--- src/rtl/credit_sched_pkg.sv ---
// credit_sched_pkg
//   Shared widths and the round-robin search helper for credit_rr_scheduler.
//   id_w(n)      : width of a requester index for n requesters.
//   cnt_w(n)     : width of a credit counter that must hold 0..n.
//   next_rr(...) : {found, index} of the first eligible requester after 'last'.
package credit_sched_pkg;

   // Upper bound on requester count supported by the search helper.
   localparam int unsigned MAX_REQ  = 64;
   localparam int unsigned MAX_ID_W = 6;

   function automatic int unsigned id_w(input int unsigned n_req);
      return (n_req > 1) ? $clog2(n_req) : 1;
   endfunction

   function automatic int unsigned cnt_w(input int unsigned n_credits);
      return $clog2(n_credits + 1);
   endfunction

   typedef struct packed {
      logic                found;
      logic [MAX_ID_W-1:0] index;
   } rr_pick_t;

   // Scans last+1, last+2, ... wrapping at n; the first set bit wins.
   function automatic rr_pick_t next_rr(input logic [MAX_REQ-1:0] eligible,
                                        input int unsigned         last,
                                        input int unsigned         n);
      rr_pick_t    pick;
      int unsigned idx;
      pick = '0;
      for (int unsigned k = 1; k <= MAX_REQ; k++) begin
         if (k <= n && !pick.found) begin
            idx = last + k;
            if (idx >= n) idx = idx - n;
            if (eligible[idx]) begin
               pick.found = 1'b1;
               pick.index = MAX_ID_W'(idx);
            end
         end
      end
      return pick;
   endfunction

endpackage

--- src/rtl/rr_arbiter.sv ---
// rr_arbiter
//   Combinational rotating-priority picker. Priority starts just after 'last'.
//   req        : request vector.
//   last       : index granted most recently.
//   gnt_onehot : one-hot grant (all zero when nothing requests).
//   gnt_idx    : binary index of the grant.
//   gnt_any    : a grant was made.
module rr_arbiter
   import credit_sched_pkg::*;
#(
   parameter  int unsigned N    = 4,
   localparam int unsigned ID_W = id_w(N)
) (
   input  logic [N-1:0]    req,
   input  logic [ID_W-1:0] last,
   output logic [N-1:0]    gnt_onehot,
   output logic [ID_W-1:0] gnt_idx,
   output logic            gnt_any
);

   rr_pick_t pick;

   always_comb begin
      pick       = next_rr(MAX_REQ'(req), 32'(last), N);
      gnt_any    = pick.found;
      gnt_idx    = ID_W'(pick.index);
      gnt_onehot = '0;
      if (pick.found) gnt_onehot[gnt_idx] = 1'b1;
   end

endmodule

--- src/rtl/credit_rr_scheduler.sv ---
// credit_rr_scheduler
//   Grants at most one of N_REQ show-ahead FIFOs per cycle, round-robin among
//   requesters that are enabled, non-empty and hold credit. The granted FIFO is
//   popped combinationally and its head is forwarded one cycle later with its ID.
//   clock, reset      : clock and synchronous active-high reset.
//   i_chan_enable     : per-requester arbitration enable.
//   i_fifo_empty      : per-FIFO empty flags.
//   i_fifo_data       : FIFO heads, requester i at [i*DATA_WIDTH +: DATA_WIDTH].
//   o_fifo_rd         : one-hot pop in the grant cycle.
//   i_credit_return   : one credit returned per set bit.
//   o_valid/o_data/o_id : registered forwarded word and its source.
//   o_credit_err      : sticky, a credit came back into a full pool.
module credit_rr_scheduler
   import credit_sched_pkg::*;
#(
   parameter  int unsigned N_REQ      = 4,
   parameter  int unsigned N_CREDITS  = 10,
   parameter  int unsigned DATA_WIDTH = 32,
   localparam int unsigned ID_W       = id_w(N_REQ),
   localparam int unsigned CNT_W      = cnt_w(N_CREDITS)
) (
   input  logic                        clock,
   input  logic                        reset,
   input  logic [N_REQ-1:0]            i_chan_enable,
   input  logic [N_REQ-1:0]            i_fifo_empty,
   input  logic [N_REQ*DATA_WIDTH-1:0] i_fifo_data,
   output logic [N_REQ-1:0]            o_fifo_rd,
   input  logic [N_REQ-1:0]            i_credit_return,
   output logic                        o_valid,
   output logic [DATA_WIDTH-1:0]       o_data,
   output logic [ID_W-1:0]             o_id,
   output logic [N_REQ-1:0]            o_credit_err
);

   logic [N_REQ-1:0]      eligible;
   logic [N_REQ-1:0]      gnt_onehot;
   logic [ID_W-1:0]       gnt_idx;
   logic                  gnt_any;
   logic [ID_W-1:0]       last_grant;
   logic [DATA_WIDTH-1:0] head;

   rr_arbiter #(
      .N (N_REQ)
   ) u_arbiter (
      .req        (eligible),
      .last       (last_grant),
      .gnt_onehot (gnt_onehot),
      .gnt_idx    (gnt_idx),
      .gnt_any    (gnt_any)
   );

   // Pop is suppressed during reset so no FIFO loses a word that is never forwarded.
   assign o_fifo_rd = reset ? '0 : gnt_onehot;

   for (genvar i = 0; i < N_REQ; i++) begin : g_credit
      logic [CNT_W-1:0] credit;
      logic             err;
      logic             dec;
      logic             inc;

      assign dec             = gnt_onehot[i];
      assign inc             = i_credit_return[i];
      assign eligible[i]     = i_chan_enable[i] & ~i_fifo_empty[i] & (credit != '0);
      assign o_credit_err[i] = err;

      always_ff @(posedge clock) begin
         if (reset) begin
            credit <= CNT_W'(N_CREDITS);
            err    <= 1'b0;
         end else begin
            case ({dec, inc})
               2'b10: credit <= credit - 1'b1;
               2'b01: begin
                  // Overflowing return is absorbed and flagged.
                  if (credit == CNT_W'(N_CREDITS)) err <= 1'b1;
                  else                             credit <= credit + 1'b1;
               end
               default: ;
            endcase
         end
      end
   end

   always_comb begin
      head = i_fifo_data[32'(gnt_idx)*DATA_WIDTH +: DATA_WIDTH];
   end

   // o_data/o_id hold their last value on idle cycles; only o_valid qualifies them.
   always_ff @(posedge clock) begin
      if (reset) begin
         o_valid    <= 1'b0;
         o_data     <= '0;
         o_id       <= '0;
         last_grant <= ID_W'(N_REQ - 1);
      end else begin
         o_valid <= gnt_any;
         if (gnt_any) begin
            o_data     <= head;
            o_id       <= gnt_idx;
            last_grant <= gnt_idx;
         end
      end
   end

endmodule

--- config.mk ---
export PLATFORM = sky130hd
export DESIGN_NAME = credit_rr_scheduler
export DESIGN_NICKNAME = d
export VERILOG_FILES = /design/src/rtl/credit_sched_pkg.sv /design/src/rtl/rr_arbiter.sv /design/src/rtl/credit_rr_scheduler.sv
export SDC_FILE = /design/constraint.sdc
export NUM_CORES = 1
export LEC_CHECK = 0
export ABC_AREA = 1
export BUFFER_PORTS_ARGS = -buffer_cell sky130_fd_sc_hd__buf_2
export CAP_MARGIN = 20
export CORE_MARGIN = 8
export CORE_UTILIZATION = 42
export CTS_CLUSTER_DIAMETER = 40
export DETAILED_ROUTE_END_ITERATION = 12
export MAX_ROUTING_LAYER = met4
export PLACE_DENSITY = 0.77
export REMOVE_ABC_BUFFERS = 1
export SYNTH_ARGS = -nofsm -noshare
export SYNTH_HDL_FRONTEND = slang
export SYNTH_SLANG_ARGS = --single-unit
--- constraint.sdc ---
create_clock -name clock -period 2.9 [get_ports clock]
set_input_delay 0.435 -clock clock [delete_from_list [all_inputs] [get_ports clock]]
set_output_delay 0.435 -clock clock [all_outputs]
set_load 0.005 [all_outputs]
# Yosys cells after proc, flatten, opt, wreduce, memory -nomap -nowiden
# Cells that the tools add are included.
# totals
mem_count	0
word_cells	118
mem_bits_rw	0
latchBits	0
in_bits	142
register_bits	57
rom_bits	0
out_inout_bits	43
# op_classes
n_shift	1
n_lt_le_gt_ge	10
bitwise_logic	12
div_mod_pow	0
n_mux	34
n_eq_ne	16
n_reduce_logical	17
n_mul	0
add_sub_neg	16
# ops
operator	count
2-to-1 mux 32 bit	7
>= comparator 32 x 3 -> 1 bit, second input constant	4
< comparator 32 x 7 -> 1 bit, second input constant	4
indexed part select 128 x 8 -> 32 bit	1
subtractor 32 x 3 -> 32 bit, second input constant	4
2-to-1 mux 7 bit	7
case mux 4 bit (2 select lines)	4
binary-select mux 1 bit (select 6 bit)	4
2-to-1 mux 4 bit	6
adder 4 x 1 -> 4 bit, second input constant	4
== test 4 bit, second input constant	4
AND reduction 2 bit	8
nonzero test 4 bit	4
subtractor 4 x 1 -> 4 bit, second input constant	4
AND 1 bit	8
== test 2 x 1 -> 1 bit, second input constant	4
== test 2 bit, second input constant	4
inequality test 2 bit, second input constant	4
nonzero test 2 bit	4
adder 2 x 2 -> 3 bit, second input constant	2
2-to-1 mux 1 bit	5
adder 2 x 3 -> 4 bit, second input constant	1
NOT 1 bit	4
adder 2 x 1 -> 3 bit, second input constant	1
4 further kinds	4

# Depth between registers and ports, before layout
# depth
ltp_word	29
ltp_mapped	22
ltp_nobuf	22

# By module
# Synthesis repeated with hierarchy kept, for this count alone.
# unflattened
hier_cells	740
hier_area_um2	4289.1
# modules_own_cells
mod	instances	area_each_um2	cells_per_inst	seq_area_each_um2
credit_rr_scheduler	1	3873.7	670	1141.1
rr_arbiter	1	415.4	70	0.0

# Least setup slack after synthesis
# Ideal clock, no wire load.
# synth_path
kind	flip-flop to flip-flop
startpoint	register last_grant[0]
endpoint	register g_credit[2].credit[3]
setup_slack_ns	-0.096
t_arrival_ns	2.863
path_stages_with_launch	21
path_buffers	0
setup_time_ns	0.134
period_less_slack_ns	2.996
required_ns	2.766
cell_sequence	dfxtp_1 > inv_2 > ha_1 > inv_1 > nand3_1 > nand2_2 > nand3_1 > nor2_2 > o211ai_2 > nand2_4 > inv_4 > nand2_1 > nand2_1 > ha_1 > nand2_1 > nor2_1 > a211oi_1 > nand3b_1 > nand2_1 > nand3_1 > nand3_1
# synth_via
elab_chain_len	20
word_cells_on_any_way	46
classes_between	8 x add/sub; 6 x order compare; 3 x eq/ne; 26 x mux; 3 x reduce/logical
# synth_rtl
element	line	text
from (decl)	credit_rr_scheduler.sv:39	logic [ID_W-1:0] last_grant;
from (signal assigned)	credit_rr_scheduler.sv:94	last_grant <= ID_W'(N_REQ - 1);
from (signal assigned)	credit_rr_scheduler.sv:100	last_grant <= gnt_idx;
adder 2 x 1 -> 3 bit or adder 2 x 2 -> 3 bit (tied branches)	credit_sched_pkg.sv:34	idx = last + k;
subtractor 32 x 3 -> 32 bit or >= comparator 32 x 3 -> 1 bit (tied branches)	credit_sched_pkg.sv:35	if (idx >= n) idx = idx - n;
2-to-1 mux 32 bit	credit_sched_pkg.sv:35	
binary-select mux 1 bit (select 6 bit) or 2-to-1 mux 32 bit (tied branches)	credit_sched_pkg.sv:36, credit_sched_pkg.sv:33	
2-to-1 mux 1 bit (implied by the code) or binary-select mux 1 bit (select 6 bit) (tied branches)	credit_sched_pkg.sv:36	if (eligible[idx]) begin
2-to-1 mux 7 bit or 2-to-1 mux 1 bit (tied branches)	credit_sched_pkg.sv:36	
2-to-1 mux 7 bit	credit_sched_pkg.sv:36	
2-to-1 mux 7 bit	credit_sched_pkg.sv:33	if (k <= n && !pick.found) begin
[... 4 more ...]	-	
< comparator 2 x 3 -> 1 bit (implied by the code) or >= comparator 2 x 1 -> 1 bit (tied branches)	rr_arbiter.sv:28	if (pick.found) gnt_onehot[gnt_idx] = 1'b1;
logical AND 1 bit (implied by the code)	rr_arbiter.sv:28	
2-to-1 mux 1 bit (implied by the code)	rr_arbiter.sv:28	
demux 1 bit (select 2 bit)	-	
2-to-1 mux 4 bit *	rr_arbiter.sv:28	
== test 2 x 1 -> 1 bit or == test 2 bit (tied branches)	credit_rr_scheduler.sv:71	case ({dec, inc})
inequality test 2 bit (no source line) or nonzero test 2 bit (tied branches)	-	
AND reduction 2 bit (no source line)	-	
to (signal assigned)	credit_rr_scheduler.sv:68	credit <= CNT_W'(N_CREDITS);
to (signal assigned)	credit_rr_scheduler.sv:72	2'b10: credit <= credit - 1'b1;
to (signal assigned)	credit_rr_scheduler.sv:76	else credit <= credit + 1'b1;
to (decl)	credit_rr_scheduler.sv:56	logic [CNT_W-1:0] credit;
# Every way passes the cells marked *; elsewhere a longest branch is shown, timed or not. The select of a mux whose other input is x is not followed.
# A chain may end at the register's enable or synchronous reset.

# Final worst setup path
# Same ends and word-level chain as after synthesis.

==> out/qor.yml <==
detailed_routing:
  wl_per_cell_um: 15.60
  antenna_left: 0
  routed_via_density: 5.221
  drtIter0Drc: 205
  first_pass_iters: 5
  dr_total_vias: 4553
  post-route-drc-count: 0
  routed_wirelength_mm: 13.60
placement:
  place_ws_ps: -87.74
  gp_congestion: 0.9110
  dp_hpwl_mm: 10.27
  port_buffers: 184
worst_setup_path:
  slowest_delay_ps: 340
  r2r_setup_slack_ps: 90
  crit_path_start_kind: "flop"
  worst_path_max_delay_cell: "dfxtp_1"
  required_ps: 3110
  crit_type: "flop to flop"
  critPathMaxFanout: 5
  arrival_ps: 3020
  path_cells: "inv_2, ha_4, inv_1, nand3_1, nand2_2, nand3_2, nor2_4, o211ai_2, nand2_4, inv_4, nand2_2, nand2_4, ha_1, nand2_1, nor2_2, a211oi_2, nand3b_1, nand2_1, nand3_1, nand3_1"
  crit_path_frequent_cell: "nand3_1"
  worstSetupEndpointType: "flop"
global_routing:
  antenna_found_initial: 0
  first_global_vias: 4550
  grt_max_degree: 61
  track_usage_pct: 22.23
  grt_pass1_wl_mm: 20.85
  grt_remaining_overflow: 0
cts:
  cts_buffers: 9
  cts.path.max_buffers: 2
  tritoncts: "yes"
  clock_sinks: 57
  ctsRootBufferMaster: "clkbuf_8"
  clkLatencyLatePin_ps: 330
  cts_hold_buf: 0
  htreeDepth: 3
  clk_pin_slew_ps: 70
pwr:
  vdd_drop_max_mv: 0.9029
  powerDensity_mw_per_mm2: 1464
  p_leak_uw: 0.002709
die:
  dieArea_mm2: 0.01203
  die_x_um: 109.7
  initial_core_util_pct: 42.68
  ios: 185
  fp.dieH_um: 109.7
  rows: 34
  core_area_mm2: 0.008636
logic_synthesis:
  seq_area_frac_synth_pct: 30.96
  syn_area_mm2: 0.003686
  synth_cell_types: 31
  ys_warn_count: 0
  syn_avg_cell_area_um2: 6.478
  synth_cells: 569
  synth_seq_cells: 57
sta:
  fmax_ghz: 0.3564
  final-hold-violation-count: 0
  skew_ps: 8.135
  worst_pin_slew_ps: 573.2
  final.setup.worst_slack_ps: 94.36
  final_max_slew_viol_count: 0
  tns_ps: 0
  setup_violations: 0
  min_period_ps: 2806
  relSlewSlack_pct: 61.79
  rsz0062_at_grt: "true"
  min_period_over_period_pct: 96.75
final_layout:
  fin_util_pct: 59.68
  drive_gt1_share_pct: 36.57
  area_growth_pct: 39.82
  nNetsFinal: 915
outcome:
  status: "completed"
job:
  drv_cap: 0
min_path:
  hold_path_class: "input pin to flop"
cells in the mapped netlist:
cell,number,area (µm²)
o21ai_1,2,10.01
a211oi_1,2,15.01
buf_2,6,30.03
o211ai_1,2,15.01
nand3b_1,5,37.54
buf_1,2,7.510
inv_2,6,22.52
nand2_2,4,25.02
o211ai_2,1,12.51
nor2_1,54,202.7
clkbuf_1,15,56.30
o21ai_0,70,350.3
nand2_1,116,435.4
dfxtp_1,57,1141
ha_1,11,137.6
nand3_2,3,30.03
nand2_4,2,22.52
o21ai_2,1,8.760
inv_1,53,198.9
nand3_1,31,155.2
nor2_2,2,12.51
a31oi_1,11,68.82
a21oi_1,86,430.4
xor2_1,4,35.03
or2_0,1,6.260
nand4_1,2,12.51
buf_4,9,67.56
nor2_4,2,22.52
inv_4,1,6.260
o21a_1,4,30.03
fa_1,4,80.08
timing repair:
| item | in CTS | in global routing |
|---|---|---|
| gates resized for setup | 5 | 33 |
| setup endpoints to repair | 2 | 13 |
| pin swaps | 0 | 9 |
| buffers inserted | 0 | 2 |
critical path: cells and delay by family (launching register included):
| kind | cells | cell delay [ps] |
|---|---|---|
| compound gates | 2 | 290 |
| fa+ha+maj | 2 | 530 |
| flops | 1 | 340 |
| buf+inv | 3 | 210 |
| simple gates | 13 | 1320 |
kinds of logic after synthesis:
group	Yosys count	share of synthesized area [%]
AND/OR/NAND/NOR	222	26.10
AO/OA/AOI/OAI	179	25.53
buffers and inverters	92	10.56
flip-flops	57	30.96
adder cells (fa/ha/maj)	15	5.906
XOR/XNOR	4	0.9503
power breakdown:
group | switching (µW) | internal (µW)
registers | 208 | 1140
clock network | 328 | 444
logic | 3350 | 2070
total | 3880 | 3660
sequential cells by signal, indices dropped and copies added (netlist names):
name and count:
last_grant 2, o_data 32, o_id 2, g_credit.credit 16, o_valid 1, g_credit.err 4
placed cells by master (no fill, tap or decap):
cell type and instances:
a211oi_2 2, a21oi_1 86, a31oi_1 10, a31oi_2 1, buf_2 184, buf_4 26, bufinv_16 1, clkbuf_1 1
clkbuf_8 11, clkinv_2 1, clkinv_4 1, clkinvlp_4 1, dfxtp_1 51, dfxtp_2 6, diode_2 1, fa_1 4
ha_1 6, ha_4 5, inv_1 53, inv_2 6, inv_4 1, nand2_1 108, nand2_2 11, nand2_4 3
nand3_1 29, nand3_2 4, nand3_4 1, nand3b_1 5, nand4_1 2, nor2_1 46, nor2_2 6, nor2_4 6
o211ai_1 2, o211ai_2 1, o21a_1 4, o21ai_0 70, o21ai_1 2, o21ai_2 1, or2_0 1, xor2_1 4
area by class of cell:
| class | instances | area [µm²] |
|---|---|---|
| Antenna cell | 1 | 2.502 |
| Clock buffer | 12 | 155.1 |
| Clock inverter | 4 | 51.30 |
| Fill cell | 823 | 3482 |
| Inverter | 60 | 227.7 |
| Multi-Input combinational cell | 420 | 2317 |
| Sequential cell | 57 | 1149 |
| Tap cell | 108 | 135.1 |
| Timing Repair Buffer | 210 | 1116 |
through the flow:
stage,cells,area (µm²),hold WS (ps),total power (µW)
2_1_floorplan,537,3525,451.3,4687
3_3_place_gp,853,4761,447.6,6224
3_5_place_dp,853,4761,455.3,6376
4_1_cts,869,5002,354.5,7232
5_1_grt,871,5151,352.6,8331
6_report,872,5154,368.0,7547
worst paths after layout:
| path | end | startpoint | cells past startpoint |
|---|---|---|---|
| worst min register to register | g_credit[3].err | g_credit[3].err | 1 |
| worst min-delay path | o_data[25] | i_fifo_data[121] | 3 |
| worst max-delay path | g_credit[2].credit[3] | last_grant[0] | 20 |
| worst max register to register | g_credit[2].credit[3] | last_grant[0] | 20 |
layer usage:
layer / up-vias / wire length (µm) / global-route usage [%]
met2: 192 / 6756 / 36.00
li1: 2257 / - / -
met3: 28 / 811 / 5.158
met1: 2076 / 5660 / 25.96
met5: - / 0 / -
met4: 0 / 371 / 9.161
Note: power is estimated with default switching activity, not from simulation.
